**src/rtl/wordle_pkg.sv**
```systemverilog
// Shared constants, colour codes and sequencer state type for the guess scoring path.
package wordle_pkg;

  localparam int LETTER_W = 5;
  localparam int WORD_LEN = 5;
  localparam int TILE_W   = 7;

  localparam logic [1:0] COLOR_GRAY   = 2'b00;
  localparam logic [1:0] COLOR_GREEN  = 2'b01;
  localparam logic [1:0] COLOR_YELLOW = 2'b10;

  typedef enum logic [1:0] {
    ST_IDLE   = 2'd0,
    ST_GREEN  = 2'd1,
    ST_YELLOW = 2'd2,
    ST_REPORT = 2'd3
  } state_e;

  // Letter codes; 0 is a blank tile that never matches anything.
  localparam logic [LETTER_W-1:0] L_BLANK = 5'd0;
  localparam logic [LETTER_W-1:0] L_A = 5'd1;
  localparam logic [LETTER_W-1:0] L_B = 5'd2;
  localparam logic [LETTER_W-1:0] L_C = 5'd3;
  localparam logic [LETTER_W-1:0] L_D = 5'd4;
  localparam logic [LETTER_W-1:0] L_E = 5'd5;
  localparam logic [LETTER_W-1:0] L_F = 5'd6;
  localparam logic [LETTER_W-1:0] L_G = 5'd7;
  localparam logic [LETTER_W-1:0] L_H = 5'd8;
  localparam logic [LETTER_W-1:0] L_I = 5'd9;
  localparam logic [LETTER_W-1:0] L_J = 5'd10;
  localparam logic [LETTER_W-1:0] L_K = 5'd11;
  localparam logic [LETTER_W-1:0] L_L = 5'd12;
  localparam logic [LETTER_W-1:0] L_M = 5'd13;
  localparam logic [LETTER_W-1:0] L_N = 5'd14;
  localparam logic [LETTER_W-1:0] L_O = 5'd15;
  localparam logic [LETTER_W-1:0] L_P = 5'd16;
  localparam logic [LETTER_W-1:0] L_Q = 5'd17;
  localparam logic [LETTER_W-1:0] L_R = 5'd18;
  localparam logic [LETTER_W-1:0] L_S = 5'd19;
  localparam logic [LETTER_W-1:0] L_T = 5'd20;
  localparam logic [LETTER_W-1:0] L_U = 5'd21;
  localparam logic [LETTER_W-1:0] L_V = 5'd22;
  localparam logic [LETTER_W-1:0] L_W = 5'd23;
  localparam logic [LETTER_W-1:0] L_X = 5'd24;
  localparam logic [LETTER_W-1:0] L_Y = 5'd25;
  localparam logic [LETTER_W-1:0] L_Z = 5'd26;

endpackage

```
**src/rtl/wordle_letter_match.sv**
```systemverilog
// Finds the lowest answer position holding a letter that has not yet been consumed.
module wordle_letter_match #(
  parameter int LETTER_W = 5
) (
  input  logic [LETTER_W-1:0]                     i_letter,
  input  logic [wordle_pkg::WORD_LEN*LETTER_W-1:0] i_answer,
  input  logic [wordle_pkg::WORD_LEN-1:0]          i_used,
  output logic                                     o_hit,
  output logic [wordle_pkg::WORD_LEN-1:0]          o_pos
);
  import wordle_pkg::*;

  // Scan high to low so the last assignment made is the lowest matching index.
  always_comb begin
    o_hit = 1'b0;
    o_pos = '0;
    for (int j = WORD_LEN - 1; j >= 0; j--) begin
      if (!i_used[j] && (i_letter != '0) &&
          (i_answer[j*LETTER_W +: LETTER_W] == i_letter)) begin
        o_hit    = 1'b1;
        o_pos    = '0;
        o_pos[j] = 1'b1;
      end
    end
  end

endmodule

```
**src/rtl/guess_eval_ctrl.sv**
```systemverilog
// Scores one guess against the answer a column per cycle (green pass, then yellow pass)
// and keeps guess count, win and game-over state for the game FSM.
module guess_eval_ctrl #(
  parameter int MAX_GUESSES = 6,
  parameter int LETTER_W    = 5
) (
  input  logic                                         clk,
  input  logic                                         rst_n,
  input  logic                                         new_game,
  input  logic                                         start,
  input  logic [wordle_pkg::WORD_LEN*LETTER_W-1:0]     guess,
  input  logic [wordle_pkg::WORD_LEN*LETTER_W-1:0]     answer,
  output logic                                         busy,
  output logic                                         done,
  output logic [wordle_pkg::WORD_LEN*(LETTER_W+2)-1:0] result,
  output logic                                         win,
  output logic                                         game_over,
  output logic [2:0]                                   guess_num
);
  import wordle_pkg::*;

  localparam int         TW       = LETTER_W + 2;
  localparam logic [2:0] LAST_COL = 3'(WORD_LEN - 1);
  localparam logic [2:0] MAX_N    = 3'(MAX_GUESSES);

  state_e                       r_state, w_next;
  logic [2:0]                   r_col;
  logic [WORD_LEN-1:0]          r_green, r_used;
  logic [WORD_LEN*LETTER_W-1:0] r_guess, r_answer;
  logic [WORD_LEN*TW-1:0]       r_shadow, r_result;
  logic                         r_done, r_win, r_over;
  logic [2:0]                   r_num;

  logic [LETTER_W-1:0] w_gl, w_al;
  logic                w_hit, w_accept, w_last;
  logic [WORD_LEN-1:0] w_pos;
  logic [2:0]          w_num_inc;
  logic [1:0]          w_color;

  assign w_gl      = r_guess[r_col*LETTER_W +: LETTER_W];
  assign w_al      = r_answer[r_col*LETTER_W +: LETTER_W];
  assign w_last    = (r_col == LAST_COL);
  // The done cycle still counts as busy, so a start there is dropped too.
  assign w_accept  = (r_state == ST_IDLE) && start && !new_game && !r_over && !r_done;
  assign w_num_inc = (r_num == MAX_N) ? r_num : r_num + 3'd1;

  wordle_letter_match #(.LETTER_W(LETTER_W)) u_match (
    .i_letter (w_gl),
    .i_answer (r_answer),
    .i_used   (r_used),
    .o_hit    (w_hit),
    .o_pos    (w_pos)
  );

  always_comb begin
    w_color = COLOR_GRAY;
    if (r_green[r_col])
      w_color = COLOR_GREEN;
    else if (w_hit)
      w_color = COLOR_YELLOW;
  end

  always_ff @(posedge clk or negedge rst_n) begin
    if (!rst_n) r_state <= ST_IDLE;
    else        r_state <= w_next;
  end

  always_comb begin
    w_next = r_state;
    if (new_game) begin
      w_next = ST_IDLE;
    end else begin
      unique case (r_state)
        ST_IDLE:   if (w_accept) w_next = ST_GREEN;
        ST_GREEN:  if (w_last)   w_next = ST_YELLOW;
        ST_YELLOW: if (w_last)   w_next = ST_REPORT;
        ST_REPORT: w_next = ST_IDLE;
        default:   w_next = ST_IDLE;
      endcase
    end
  end

  always_ff @(posedge clk or negedge rst_n) begin
    if (!rst_n) begin
      r_col    <= '0;
      r_green  <= '0;
      r_used   <= '0;
      r_result <= '0;
      r_done   <= 1'b0;
      r_win    <= 1'b0;
      r_over   <= 1'b0;
      r_num    <= '0;
    end else begin
      r_done <= 1'b0;
      if (new_game) begin
        r_col    <= '0;
        r_green  <= '0;
        r_used   <= '0;
        r_result <= '0;
        r_win    <= 1'b0;
        r_over   <= 1'b0;
        r_num    <= '0;
      end else begin
        unique case (r_state)
          ST_IDLE: begin
            if (w_accept) begin
              r_col   <= '0;
              r_green <= '0;
              r_used  <= '0;
            end
          end
          ST_GREEN: begin
            if ((w_gl == w_al) && (w_gl != '0)) begin
              r_green[r_col] <= 1'b1;
              r_used[r_col]  <= 1'b1;
            end
            r_col <= w_last ? 3'd0 : r_col + 3'd1;
          end
          ST_YELLOW: begin
            if (!r_green[r_col] && w_hit)
              r_used <= r_used | w_pos;
            r_col <= w_last ? 3'd0 : r_col + 3'd1;
          end
          ST_REPORT: begin
            r_done   <= 1'b1;
            r_result <= r_shadow;
            r_num    <= w_num_inc;
            if (&r_green) begin
              r_win  <= 1'b1;
              r_over <= 1'b1;
            end else if (w_num_inc == MAX_N) begin
              r_over <= 1'b1;
            end
          end
          default: ;
        endcase
      end
    end
  end

  // Word copies and the tile shadow are fully rewritten before use, so they need no reset.
  always_ff @(posedge clk) begin
    if (w_accept) begin
      r_guess  <= guess;
      r_answer <= answer;
    end
    if (r_state == ST_YELLOW)
      r_shadow[r_col*TW +: TW] <= {w_color, w_gl};
  end

  assign busy      = (r_state != ST_IDLE) || r_done;
  assign done      = r_done;
  assign result    = r_result;
  assign win       = r_win;
  assign game_over = r_over;
  assign guess_num = r_num;

endmodule
```
**config.mk**
```make
export PLATFORM = sky130hd
export DESIGN_NAME = guess_eval_ctrl
export DESIGN_NICKNAME = d
export VERILOG_FILES = /design/src/rtl/wordle_pkg.sv /design/src/rtl/wordle_letter_match.sv /design/src/rtl/guess_eval_ctrl.sv
export SDC_FILE = /design/constraint.sdc
export NUM_CORES = 1
export LEC_CHECK = 0
export CORE_ASPECT_RATIO = 2
export CORE_MARGIN = 3
export CORE_UTILIZATION = 51
export CTS_BUF_LIST = sky130_fd_sc_hd__clkbuf_4 sky130_fd_sc_hd__clkbuf_8
export CTS_CLUSTER_DIAMETER = 120
export DETAILED_ROUTE_END_ITERATION = 16
export HOLD_SLACK_MARGIN = 0.05
export PLACE_DENSITY_LB_ADDON = 0.05
export RECOVER_POWER = 25
export SLEW_MARGIN = 0
export SYNTH_ARGS = -nofsm -noshare
export SYNTH_HDL_FRONTEND = slang
export SYNTH_SLANG_ARGS = --single-unit
```
**constraint.sdc**
```tcl
create_clock -name clk -period 4.75 [get_ports clk]
set_input_delay 0.95 -clock clk [delete_from_list [all_inputs] [get_ports clk]]
set_output_delay 0.95 -clock clk [all_outputs]
set_load 0.005 [all_outputs]
```
Yosys cells after proc, flatten, opt, wreduce, memory -nomap -nowiden
Index checks and enable logic that the tools add are counted.
{"block": "word_totals", "reg_bits": 141, "output_inout_bits": 42}
{"block": "op_classes", "addsub": 3, "n_mux": 48, "shifts": 4, "bitwise_logic": 3, "reduce_logical": 44, "order_cmp": 2, "n_eq_ne": 17, "n_mul": 2}
{"op": "$mux W35", "n": 2}
{"op": "$mux W5", "n": 11}
{"op": "$shiftx A25 B7 Y5", "n": 2}
{"op": "$bwmux W35", "n": 1}
{"op": "$shift A7 B34 Y35 const A", "n": 1}
{"op": "$shiftx A7 B34 Y35", "n": 1}
{"op": "$neg A6 Y34", "n": 1}
{"op": "$eq A5 B5 Y1", "n": 6}
{"op": "$mux W3", "n": 6}
{"op": "$logic_and A1 B1 Y1", "n": 17}
{"op": "$mux W1", "n": 16}
{"op": "$ne A3 B3 Y1 const B", "n": 5}
{"op": "$or A5 B5 Y5", "n": 3}
{"op": "$pmux W5 S3", "n": 1}
{"op": "$mul A3 B3 Y6 const B", "n": 2}
{"op": "$mux W2", "n": 6}
{"op": "$pmux W5 S2", "n": 1}
{"op": "$eq A3 B3 Y1 const B", "n": 3}
{"op": "$logic_not A1 Y1", "n": 9}
{"op": "$reduce_bool A3 Y1", "n": 3}
{"op": "$pmux W2 S4", "n": 1}
{"op": "$add A3 B1 Y3 const B", "n": 2}
{"op": "$pmux W3 S2", "n": 1}
{"op": "$reduce_and A2 Y1", "n": 3}
{"op": "other kinds (15)", "n": 19}

Depth between registers and ports, before layout
{"block": "depth", "depth_word": 14, "mapped_depth": 13, "depth_no_buf": 9}

Cells and area by module
From an unflattened synthesis, not the netlist that was laid out.
{"block": "hier_totals", "cells_unflattened": 522, "hier_area_um2": 6537.5}
{"module": "guess_eval_ctrl", "n_inst": 1, "cells_per_inst": 472, "area_each_um2": 6082.1, "seq_area_each_um2": 3953.8}
{"module": "wordle_letter_match", "n_inst": 1, "cells_per_inst": 50, "area_each_um2": 455.4, "seq_area_each_um2": 0.0}

Least setup slack after synthesis
Ideal clock, no wire load.
{"block": "synth_path", "path_kind": "input-to-reg", "startpoint": "in new_game", "endpoint": "reg r_answer[0] (enable)", "n_path_buf": 2, "stages": 3, "path_slack_ns": -0.575, "arrival_ns": 4.806, "cell_sequence": "clkbuf_1 -> buf_1 -> nor3_1"}
{"block": "synth_between", "elab_chain_cells": 4}
{"element": "start, declared", "line": "guess_eval_ctrl.sv:9", "source": "input logic new_game,"}
{"element": "$logic_not A1 Y1", "line": "guess_eval_ctrl.sv:44", "source": "assign w_accept = (r_state == ST_IDLE) && start && !new_game && !r_over && !r_done;"}
{"element": "$logic_and A1 B1 Y1 (3 in a row)", "line": "guess_eval_ctrl.sv:44"}
{"element": "via w_accept", "line": "guess_eval_ctrl.sv:35", "source": "logic w_hit, w_accept, w_last;"}
{"element": "end signal, assigned", "line": "guess_eval_ctrl.sv:145", "source": "r_answer <= answer;"}
{"element": "end, declared", "line": "guess_eval_ctrl.sv:29", "source": "logic [WORD_LEN*LETTER_W-1:0] r_guess, r_answer;"}
The timed path passes the listed nets, and every way through them passes these cells.
A chain may end at the register's enable or synchronous reset.

Worst setup path in the final report
{"block": "layout_path", "startpoint": "reg r_col[0]", "endpoint": "reg r_used[4]"}
{"block": "layout_between", "elab_chain_cells": 14}
{"element": "start, declared", "line": "guess_eval_ctrl.sv:27", "source": "logic [2:0] r_col;"}
{"element": "start signal, assigned", "line": "guess_eval_ctrl.sv:117", "source": "r_col <= w_last ? 3'd0 : r_col + 3'd1;"}
{"element": "start signal, assigned", "line": "guess_eval_ctrl.sv:122", "source": "r_col <= w_last ? 3'd0 : r_col + 3'd1;"}
{"element": "$mul A3 B3 Y6", "line": "guess_eval_ctrl.sv:40, guess_eval_ctrl.sv:41"}
{"element": "$shiftx A25 B7 Y5", "line": "guess_eval_ctrl.sv:40", "source": "assign w_gl = r_guess[r_col*LETTER_W +: LETTER_W];"}
{"element": "$reduce_bool A5 Y1", "line": "wordle_letter_match.sv:18, guess_eval_ctrl.sv:113"}
{"element": "$logic_and A1 B1 Y1 (2 in a row)", "line": "wordle_letter_match.sv:18", "source": "if (!i_used[j] && (i_letter != '0) &&"}
{"element": "$mux W5 (5 in a row)", "line": "wordle_letter_match.sv:18"}
{"element": "$or A5 B5 Y5", "line": "guess_eval_ctrl.sv:121", "source": "r_used <= r_used | w_pos;"}
{"element": "$mux W5", "line": "guess_eval_ctrl.sv:120", "source": "if (!r_green[r_col] && w_hit)"}
{"element": "$pmux W5 S3", "line": "guess_eval_ctrl.sv:104", "source": "unique case (r_state)"}
{"element": "$mux W5", "line": "guess_eval_ctrl.sv:95", "source": "if (new_game) begin"}
{"element": "end signal, assigned", "line": "guess_eval_ctrl.sv:121"}
{"element": "end, declared", "line": "guess_eval_ctrl.sv:28", "source": "logic [WORD_LEN-1:0] r_green, r_used;"}
Several ways; a longest one is shown, not always the timed one. The select of a mux whose other input is x is not followed.

==> flow_summary.ini <==
[power]
report.power.total_mw = 3.52
p_switching_mw = 1.26
seqPwrFrac = 0.439
p_leak_nw = 2.98
pwr-share-comb = 0.310
power_per_cell_area_nw_per_um2 = 436
swShare = 0.357
clock_power_share = 0.251
power.internal_mw = 2.26
worst_case_vdd_ir_drop_mv = 0.267

[clock_network]
post_cts.repair.setup_buffers = 0
tritoncts = built
clock-root-buffer = clkbuf_8
numCtsBuffers = 17
cts_num_sinks = 141
number_of_buffers_added_to_fix_hold_violations_after_cts = 0
insertion_delay_to_the_later_sink_of_the_worst_skew_pair_ns = 0.46
htreeDepth = 4
cts.repair.resized = 0
worst_setup_hold_path_clk_slew_ns = 0.09
clk_path_buf_depth = 2

[die]
initial_utilization = 0.524
core_um2 = 12600
die_area_um2 = 14500
dieHeight_um = 167
die_width_um = 86.5
rows = 58
io-pin-count = 96

[logic_synthesis]
synth_area_um2 = 6620
ys_seq_elements = 141
synth.distinct_cells = 68
synthesis.instances = 551
postSynth.asyncResetShare = 0.397
synthesis.yosys.warnings = 0
postSynthAreaPerCell_um2 = 12.0
netlist.area_leader.share = 0.386
post-synth-top-area-cell = edfxtp_1
sequential_to_total_area_share_from_yosys_stat = 0.598
yosys.cell_count.top_type = nor2_1
synth_top_cells_by_count = nor2_1 (101), edfxtp_1 (85), dfrtp_1 (56)
synth_top_flop_cell = edfxtp_1
netlist_top_cells_area = edfxtp_1 (39%), dfrtp_1 (21%), mux2i_1 (6.5%), nor2_1 (5.7%), xnor2_1 (2.6%)
number_of_nets_in_the_synthesized_netlist = 617
synth_enable_flop_cells = 85

[timing]
final_worst_clock_skew_ns = 0.0145
setup-tns-final_ns = 0
report.final.slew_viol_count = 57
final-setup-viol-count = 0
final_min_period_over_clock_period = 0.792
timing.fmax_mhz = 266
worst_pin_slew_ns = 3.07
setup_slack_ns = 0.987
rsz0062_at_grt = no
relSlewSlack = -1.04
post-route-min-period_ns = 3.76
timing_hold_violations_final = 0

[drt]
route.detailed.drc = 0
detailedRoute.firstPassIterationCount = 5
post_drt_via_cell_ratio = 5.80
dr.first_iter.drc_count = 302
ant_nets = 0
routed_wire_length_per_instance_um = 20.2
route.vias.total = 4701
drt_wl_total_mm = 16.4

[worst_setup_path]
cp.required_ns = 5.07
startpoint_type = register
crit_path_end_kind = register
crit_path_max_fanout = 23
crit_type = register to register
arrival_ns = 4.08

[min_path]
worstHoldPathType = register to register

[cells_and_area]
n_antenna_cell = 0
n_fill_cell = 1035
design.final.nets = 714
register_area_um2 = 3950
flow.area_growth_from_synthesis_pct = 22.1
drive_gt1_frac = 0.112
multi_input_comb_area_um2 = 2500

[place]
globalplace.congestion = 0.914
dp_hpwl_mm = 12.2
place_worst_setup_slack_ns = 1.06
buffers_on_ports = 95

[job]
timing.max_cap.violations = 1

[global_route]
antenna_found_initial = 0
grt_first_pass_wirelength_mm = 26.0
grt_max_degree = 57
grt_pass1_vias = 4845
grt_use_total = 0.240
grt_overflow_total = 0

[status]
violations_in_the_final_reports = capacitance limit, slew limit
status = finished with violations
==> sequential cells by signal, summed over array words and instances (netlist names) <==
register	flops
game_over	1
r_used	5
done	1
result	35
guess_num	3
r_col	3
win	1
r_guess	25
r_state	2
r_answer	25
r_shadow	35
r_green	5
==> layout by cell type (no fill, tap or decap), drive strengths merged, types with 4 or more instances in the layout <==
cell type / count
nor2: 103
edfxtp: 85
dfrtp: 56
dlygate4sd3: 50
clkdlybuf4s50: 44
mux2i: 43
nand2: 20
xnor2: 20
o21ai: 19
inv: 19
clkbuf: 18
a21oi: 18
ha: 12
buf: 12
mux2: 10
and3: 9
nor3: 8
and2: 8
nand2b: 7
nand3: 7
o22ai: 5
a211oi: 5
nand3b: 5
nand4: 5
or3: 5
a31oi: 5
nor2b: 4
nor4: 4
clkinvlp: 4
==> layer usage <==
metal	wire, um	vias to the layer above	track usage	part of all wire
met5	0	-	0	0
li1	-	2187	-	-
met2	8960	184	0.427	0.55
met1	5500	2262	0.244	0.34
met4	1160	0	0.155	0.071
met3	736	68	0.0505	0.045
==> logic make-up (layout without fill, tap and decap cells) <==
group,count (synthesis),in the layout,share of synthesized area
and+or+nand+nor,200,200,0.151
muxes,53,53,0.0827
adders and majority gates,12,12,0.0227
xor gates and xnor gates,21,21,0.0278
DFF,141,141,0.598
buffers and inverters,40,150,0.0265
AOI/OAI and AO/OA,84,84,0.0919
==> worst max-delay path: stages, from the launching register on <==
cell,delay (ns)
dfrtp_1,0.88
nor2b_1,0.60
nand2_1,0.21
and2_2,0.36
xnor2_1,0.17
a2111oi_0,0.56
a211oi_2,0.23
a41oi_4,0.33
and2_4,0.23
a211oi_2,0.04
==> final timing paths <==
kind | from | end | slack, ns | depth (start not counted)
max | r_col[0] | r_used[4] | 0.99 | 9
min | r_shadow[27] | result[27] | 0.50 | 2
max reg2reg | r_col[0] | r_used[4] | 0.99 | 9
min reg2reg | r_shadow[27] | result[27] | 0.50 | 2
max in group asynchronous | rst_n | r_used[4] | 1.42 | 2
min in group asynchronous | rst_n | guess_num[2] | 1.59 | 2
==> per-stage QoR <==
| step | hold slack, ns | std cells | instance area, um^2 | util |
|---|---|---|---|---|
| floorplan | 0.456 | 551 | 6620 | - |
| global placement | 0.476 | 779 | 7720 | 0.611 |
| detailed placement | 0.488 | 779 | 7720 | 0.611 |
| CTS | 0.506 | 811 | 8080 | 0.640 |
| global route | 0.520 | 811 | 8070 | 0.639 |
| finish | 0.501 | 811 | 8070 | 0.639 |
==> power groups by stage <==
stage	Clock (mW)	Combinational, mW	Sequential (mW)
final	0.885	1.09	1.54
after global routing	0.968	1.19	1.56
after CTS	0.911	1.10	1.54
after detailed placement	0	1.09	1.57
after global placement	0	1.06	1.57
after floorplan	0	0.758	1.52
==> area by class of cell <==
| class | count | area share |
|---|---|---|
| sequential | 141 | 0.490 |
| multi-input combinational | 370 | 0.310 |
| timing repair buffer | 107 | 0.128 |
| clock buffer | 17 | 0.0290 |
| tap | 150 | 0.0232 |
| clock inverter | 15 | 0.0155 |
| inverter | 11 | 0.00511 |
Power figures use the tool's default switching activity.
